File: config.mk
export PLATFORM = sky130hd
export DESIGN_NAME = op_fetch_unit
export DESIGN_NICKNAME = d
export VERILOG_FILES = /design/src/rtl/bitnet_pkg.sv /design/src/rtl/op_fetch_fifo.sv /design/src/rtl/op_fetch_unit.sv
export SDC_FILE = /design/constraint.sdc
export NUM_CORES = 1
export LEC_CHECK = 0
export ABC_CLOCK_PERIOD_IN_PS = 3400
export CAP_MARGIN = 10
export CORE_ASPECT_RATIO = 0.75
export CORE_MARGIN = 3
export CORE_UTILIZATION = 55
export DETAILED_ROUTE_END_ITERATION = 6
export PLACE_DENSITY = 0.77
export RECOVER_POWER = 100
export SLEW_MARGIN = 30
export SYNTH_ARGS = -nofsm -noshare
export SYNTH_HDL_FRONTEND = slang
export SYNTH_SLANG_ARGS = --single-unit
File: constraint.sdc
create_clock -name clk_in -period 3.4 [get_ports clk_in]
set_input_delay 0.68 -clock clk_in [delete_from_list [all_inputs] [get_ports clk_in]]
set_output_delay 0.68 -clock clk_in [all_outputs]
set_load 0.01 [all_outputs]
File: src/rtl/bitnet_pkg.sv
// Shared op-stream definitions for the bitnet op fetch path.
// HALT opcode, fetch FSM state encoding and the op word type.
package bitnet_pkg;

    localparam logic [7:0] OP_HALT = 8'hFF;

    typedef logic [7:0] op_word_t;

    typedef enum logic [1:0] {
        ST_IDLE  = 2'd0,
        ST_RUN   = 2'd1,
        ST_DRAIN = 2'd2
    } fetch_state_t;

endpackage

File: src/rtl/op_fetch_fifo.sv
// Small synchronous FIFO holding {pc, op} pairs between the BRAM tap and the consumer.
// Head is read from the storage registers (no write-through bypass); flush empties it in one cycle.
module op_fetch_fifo #(
    parameter int WIDTH = 18,
    parameter int DEPTH = 4,
    localparam int PW   = $clog2(DEPTH),
    localparam int CW   = PW + 1
) (
    input  logic             clk_in,
    input  logic             rst_in,
    input  logic             flush_in,
    input  logic             wr_en_in,
    input  logic [WIDTH-1:0] wr_data_in,
    input  logic             rd_en_in,
    output logic [WIDTH-1:0] rd_data_out,
    output logic             empty_out,
    output logic [CW-1:0]    count_out
);

    logic [WIDTH-1:0] r_mem [DEPTH];
    logic [PW-1:0]    r_wr_ptr;
    logic [PW-1:0]    r_rd_ptr;
    logic [CW-1:0]    r_count;
    logic             w_rd;
    logic             w_wr;

    // A write into a full FIFO is accepted only when the head leaves in the same cycle.
    assign w_rd = rd_en_in & (r_count != CW'(0));
    assign w_wr = wr_en_in & ((r_count != CW'(DEPTH)) | w_rd);

    // Storage, pointers and occupancy.
    always_ff @(posedge clk_in) begin
        if (rst_in) begin
            r_wr_ptr <= '0;
            r_rd_ptr <= '0;
            r_count  <= '0;
            for (int i = 0; i < DEPTH; i++) begin
                r_mem[i] <= '0;
            end
        end else if (flush_in) begin
            r_wr_ptr <= '0;
            r_rd_ptr <= '0;
            r_count  <= '0;
        end else begin
            if (w_wr) begin
                r_mem[r_wr_ptr] <= wr_data_in;
                r_wr_ptr        <= r_wr_ptr + PW'(1);
            end
            if (w_rd) begin
                r_rd_ptr <= r_rd_ptr + PW'(1);
            end
            case ({w_wr, w_rd})
                2'b10:   r_count <= r_count + CW'(1);
                2'b01:   r_count <= r_count - CW'(1);
                default: r_count <= r_count;
            endcase
        end
    end

    assign rd_data_out = r_mem[r_rd_ptr];
    assign empty_out   = (r_count == CW'(0));
    assign count_out   = r_count;

endmodule

File: src/rtl/op_fetch_unit.sv
// Op BRAM port-B reader: streams ops from a start address to the execution engine until HALT or abort.
// Optional OP_FETCH_COUNT_EN adds op_count_out, a saturating count of accepted transfers.
module op_fetch_unit
    import bitnet_pkg::*;
#(
    parameter int OP_DEPTH      = 1024,
    parameter int OP_BRAM_WIDTH = 8,
    parameter int BRAM_LATENCY  = 2,
    parameter int FIFO_DEPTH    = 4,
    localparam int AW           = $clog2(OP_DEPTH)
) (
    input  logic                     clk_in,
    input  logic                     rst_in,
    input  logic                     start_in,
    input  logic [AW-1:0]            start_addr_in,
    input  logic                     abort_in,
    output logic [AW-1:0]            bram_addr_out,
    input  logic [OP_BRAM_WIDTH-1:0] bram_data_in,
    output logic [OP_BRAM_WIDTH-1:0] op_out,
    output logic [AW-1:0]            op_pc_out,
    output logic                     op_valid_out,
    input  logic                     op_ready_in,
`ifdef OP_FETCH_COUNT_EN
    output logic [15:0]              op_count_out,
`endif
    output logic                     busy_out,
    output logic                     done_out
);

    localparam int FW = OP_BRAM_WIDTH + AW;
    localparam int CW = $clog2(FIFO_DEPTH) + 1;
    localparam int SW = $clog2(FIFO_DEPTH + BRAM_LATENCY) + 1;
    localparam logic [AW-1:0] PC_LAST = AW'(OP_DEPTH - 1);

    fetch_state_t         r_state;
    fetch_state_t         w_state_next;
    logic [AW-1:0]        r_pc;
    logic [AW-1:0]        r_addr_hold;
    logic [BRAM_LATENCY-1:0] r_pipe_v;
    logic [AW-1:0]        r_pipe_pc [BRAM_LATENCY];
    logic [SW-1:0]        w_inflight;
    logic [CW-1:0]        w_fifo_count;
    logic                 w_fifo_empty;
    logic [FW-1:0]        w_fifo_head;
    logic                 w_start_acc;
    logic                 w_tap_v;
    logic                 w_tap_halt;
    logic                 w_enq;
    logic                 w_issue;
    logic                 w_xfer;
    logic                 w_flush;

    assign w_start_acc = (r_state == ST_IDLE) & start_in & ~abort_in;
    assign w_tap_v     = r_pipe_v[BRAM_LATENCY-1];
    assign w_tap_halt  = w_tap_v & (r_state == ST_RUN) & (bram_data_in == OP_BRAM_WIDTH'(OP_HALT));
    assign w_enq       = w_tap_v & (r_state == ST_RUN) & ~w_tap_halt & ~abort_in;
    assign w_flush     = abort_in & (r_state != ST_IDLE);
    assign w_xfer      = ~w_fifo_empty & op_ready_in;

    // Credits: every issued read already owns a FIFO slot, so the FIFO can never overflow.
    always_comb begin
        w_inflight = '0;
        for (int i = 0; i < BRAM_LATENCY; i++) begin
            w_inflight = w_inflight + SW'(r_pipe_v[i]);
        end
        if ((r_state == ST_RUN) && !abort_in && !w_tap_halt &&
            ((SW'(w_fifo_count) + w_inflight) < SW'(FIFO_DEPTH))) begin
            w_issue = 1'b1;
        end else begin
            w_issue = 1'b0;
        end
    end

    // Next-state logic.
    always_comb begin
        w_state_next = r_state;
        case (r_state)
            ST_IDLE: begin
                if (w_start_acc) begin
                    w_state_next = ST_RUN;
                end else begin
                    w_state_next = ST_IDLE;
                end
            end
            ST_RUN: begin
                if (abort_in) begin
                    w_state_next = ST_IDLE;
                end else if (w_tap_halt) begin
                    w_state_next = ST_DRAIN;
                end else begin
                    w_state_next = ST_RUN;
                end
            end
            ST_DRAIN: begin
                if (abort_in || w_fifo_empty) begin
                    w_state_next = ST_IDLE;
                end else begin
                    w_state_next = ST_DRAIN;
                end
            end
            default: w_state_next = ST_IDLE;
        endcase
    end

    // State, program counter and in-flight read tags.
    always_ff @(posedge clk_in) begin
        if (rst_in) begin
            r_state     <= ST_IDLE;
            r_pc        <= '0;
            r_addr_hold <= '0;
            r_pipe_v    <= '0;
            for (int i = 0; i < BRAM_LATENCY; i++) begin
                r_pipe_pc[i] <= '0;
            end
        end else begin
            r_state <= w_state_next;
            if (w_start_acc) begin
                r_pc <= start_addr_in;
            end else if (w_issue) begin
                r_pc <= (r_pc == PC_LAST) ? '0 : r_pc + AW'(1);
            end
            if (w_issue) begin
                r_addr_hold <= r_pc;
            end
            // Abort and HALT both kill whatever reads are still in flight.
            if (abort_in || w_tap_halt) begin
                r_pipe_v <= '0;
            end else begin
                r_pipe_v <= {r_pipe_v[BRAM_LATENCY-2:0], w_issue};
            end
            r_pipe_pc[0] <= r_pc;
            for (int i = 1; i < BRAM_LATENCY; i++) begin
                r_pipe_pc[i] <= r_pipe_pc[i-1];
            end
        end
    end

    op_fetch_fifo #(
        .WIDTH (FW),
        .DEPTH (FIFO_DEPTH)
    ) u_fifo (
        .clk_in      (clk_in),
        .rst_in      (rst_in),
        .flush_in    (w_flush),
        .wr_en_in    (w_enq),
        .wr_data_in  ({r_pipe_pc[BRAM_LATENCY-1], bram_data_in}),
        .rd_en_in    (w_xfer),
        .rd_data_out (w_fifo_head),
        .empty_out   (w_fifo_empty),
        .count_out   (w_fifo_count)
    );

    assign bram_addr_out = w_issue ? r_pc : r_addr_hold;
    assign op_out        = w_fifo_head[OP_BRAM_WIDTH-1:0];
    assign op_pc_out     = w_fifo_head[FW-1:OP_BRAM_WIDTH];
    assign op_valid_out  = ~w_fifo_empty;
    assign busy_out      = (r_state == ST_RUN) | (r_state == ST_DRAIN);
    assign done_out      = (r_state == ST_DRAIN) & w_fifo_empty & ~abort_in;

`ifdef OP_FETCH_COUNT_EN
    logic [15:0] r_op_count;

    // Accepted-transfer counter, restarted by each accepted start.
    always_ff @(posedge clk_in) begin
        if (rst_in) begin
            r_op_count <= 16'd0;
        end else if (w_start_acc) begin
            r_op_count <= 16'd0;
        end else if (w_xfer && (r_op_count != 16'hFFFF)) begin
            r_op_count <= r_op_count + 16'd1;
        end
    end

    assign op_count_out = r_op_count;
`endif

endmodule

==> flow_metrics.tcl <==
set metrics [dict create \
    whs_ps 433 \
    cts_tree "done" \
    fmax_ghz 0.303 \
    synth_xor_area_share_pct 1.67 \
    p_per_area_nw_per_um2 534 \
    tritoncts.num_buffers 17 \
    rsz0062_at_grt "false" \
    vias_per_cell 5.28 \
    diodes 0 \
    hold_class "reg2reg" \
    vdd_drop_max_uv 384 \
    dr.max_layer_used "met4" \
    clkLatencyLatePin_ps 420 \
    fill_cells 657 \
    clk_pin_slew_worst_paths_ps 50 \
    final_cell_mix "edfxtp_1, dfxtp_1, and2_0" \
    switching_share_pct 20.8 \
    port_buffers 53 \
    required_ps 2720 \
    syn-instance-count 398 \
    dp_hpwl_um 6670 \
    fin_nets 506 \
    ys.flop_type "edfxtp_1" \
    drt_first_pass_iters 5 \
    drc 0 \
    cell_internal_pwr_mw 2.78 \
    rows 30 \
    relSlewSlack_pct 7.72 \
    r2r_slack_ps 690 \
    cts_hold_buffers 0 \
    hold_viol 0 \
    finalMaxSlewViolations 0 \
    drv_cap 0 \
    setup_violations 0 \
    synth_mux_area_share_pct 9.63 \
    layout-drive-gt1-share_pct 15.6 \
    htree_levels 4 \
    async_flop_share_pct 0 \
    synth-simple-area-share_pct 19.1 \
    pre_cts_slack_ps -161 \
    synthAdderAreaFrac_pct 2.05 \
    clockRootBuffer "clkbuf_16" \
    crit_type "in2out" \
    fin_crit_sh_pct 96.9 \
    final_common_cell "edfxtp_1" \
    period_needed_ps 3300 \
    wl_per_cell_um 17.1 \
    combPwrFrac_pct 4.3 \
    start_util_pct 57.2 \
    clockPowerShare_pct 48.0 \
    synth_top_family_by_area "simple AND/OR/NAND/NOR gates" \
    drt-initial-drc-count 270 \
    final_area_sq_um 6570 \
    syn_nets 429 \
    placed_area_sq_um 6050 \
    fp.dieH_um 90.7 \
    synth-edff-count 72 \
    core_sq_um 9200 \
    pwr-share-seq_pct 47.6 \
    vias 3255 \
    antenna_found_initial 0 \
    pin_count 54 \
    worst_ep_arrival_time_ps 2620 \
    wl_met1_um 4740 \
    grt_pass1_wl_um 17300 \
    status "completed" \
    synth-compound-area-share_pct 4.02 \
    leakage_nw 2.46 \
    switching_power_mw 0.729 \
    startpoint_type "input port" \
    synth_seq_cells 125 \
    seq_area_frac_synth_pct 61.3 \
    ant_nets 0 \
    clock_path_buffers 2 \
    fin_skew_ps 8.42 \
    worst_setup_path_end_kind "output pin" \
    power.total_mw 3.51 \
    die-area_sq_um 10800 \
    ys_types 47 \
    dr_wl_met2_um 5080 \
    timing.final.ws_setup_ps 104 \
    clock_sinks 125 \
    grt_pass1_vias 3368 \
    area_growth_pct 25.0 \
    grt_usage_pct 21.0 \
    gr-total-overflow 0 \
    syn_area_per_cell_sq_um 13.2 \
    crit_fanout 7 \
    fp.dieW_um 119 \
    gp_congestion 0.773 \
    tightest_slew_ps 1380 \
    routed-wl-met3_um 625 \
    synth_area_sq_um 5260 \
    grt_max_degree 34 \
    ys_warn_count 0 \
    routed_wl_um 10500 \
]
[routing by layer]
metal | track usage, % | vias to the layer above
met2 | 32.9 | 100
met4 | 7.62 | 0
met3 | 6.89 | 9
met1 | 27.6 | 1562
li1 | - | 1584
met5 | 0 | -
[sequential cells by signal, summed over array words and instances, names as in the netlist, named ones only]
name	cells
u_fifo.r_wr_ptr	2
r_state	2
u_fifo.r_mem	72
r_pc	10
u_fifo.count_out	3
r_addr_hold	10
r_pipe_pc	20
u_fifo.r_rd_ptr	2
r_pipe_v	2
[critical path, stage by stage]
cell and delay (ps):
clkdlybuf4s50_1 470, nor3b_1 240, o21ai_0 190, or2_4 320, clkbuf_16 170, mux2_2 270
dlygate4sd2_1 280
[what timing repair did]
item                       CTS  global route
pin swaps                    0             3
resized for setup           12             2
cloned                       0             1
buffers inserted             1             1
setup endpoints to repair   10             9
[kinds of logic (layout without fill, tap and decap cells)]
group	after synthesis	count (layout)
flops	125	125
mux	27	27
compound gates	31	31
buf+inv	29	119
xor+xnor	10	10
fa+ha+maj	8	8
simple gates	168	168
[final cells by class]
type | count | area, sq um | area share (%)
Clock buffer | 18 | 429 | 6.53
Tap cell | 128 | 160 | 2.44
Timing Repair Buffer | 77 | 697 | 10.6
Sequential cell | 125 | 3220 | 49.0
Inverter | 10 | 37.5 | 0.571
Clock inverter | 14 | 128 | 1.94
Multi-Input combinational cell | 244 | 1900 | 28.9
[power groups by stage]
stage          sequential (mW)  clock [mW]  combinational [mW]
2_1_floorplan             1.69           0              0.0785
3_3_place_gp              1.70           0               0.154
3_5_place_dp              1.70           0               0.158
4_1_cts                   1.67        1.70               0.156
5_1_grt                   1.68        1.78               0.167
6_report                  1.67        1.69               0.153
[metrics by stage]
| step | setup TNS [ps] | util [%] | std cells |
|---|---|---|---|
| 2_1_floorplan | 0 | - | 398 |
| 3_3_place_gp | -764 | 65.8 | 581 |
| 3_5_place_dp | -1320 | 65.8 | 581 |
| 4_1_cts | 0 | 71.8 | 614 |
| 5_1_grt | 0 | 71.5 | 616 |
| 6_report | 0 | 71.5 | 616 |
[path summary, 6_finish.rpt]
kind                        start            endpoint  depth (start not counted)
setup / recovery         abort_in    bram_addr_out[4]                          7
hold / removal    r_pipe_pc[0][3]    r_pipe_pc[0][13]                          1
setup reg to reg       r_state[1]  u_fifo.r_mem[1][4]                          7
hold reg to reg   r_pipe_pc[0][3]    r_pipe_pc[0][13]                          1
[synth_stat cells (all sizes together), types with 7 or more instances]
cell | n | area (sq um)
and2 | 83 | 519
edfxtp | 72 | 2160
dfxtp | 53 | 1060
nor2 | 24 | 92.6
nor2b | 19 | 119
mux4 | 18 | 405
clkbuf | 13 | 48.8
inv | 10 | 37.5
mux2 | 9 | 101
o21ai | 9 | 48.8
ha | 7 | 87.6
nand2 | 7 | 26.3
xnor2 | 7 | 61.3
(Power assumes the default switching activity.)
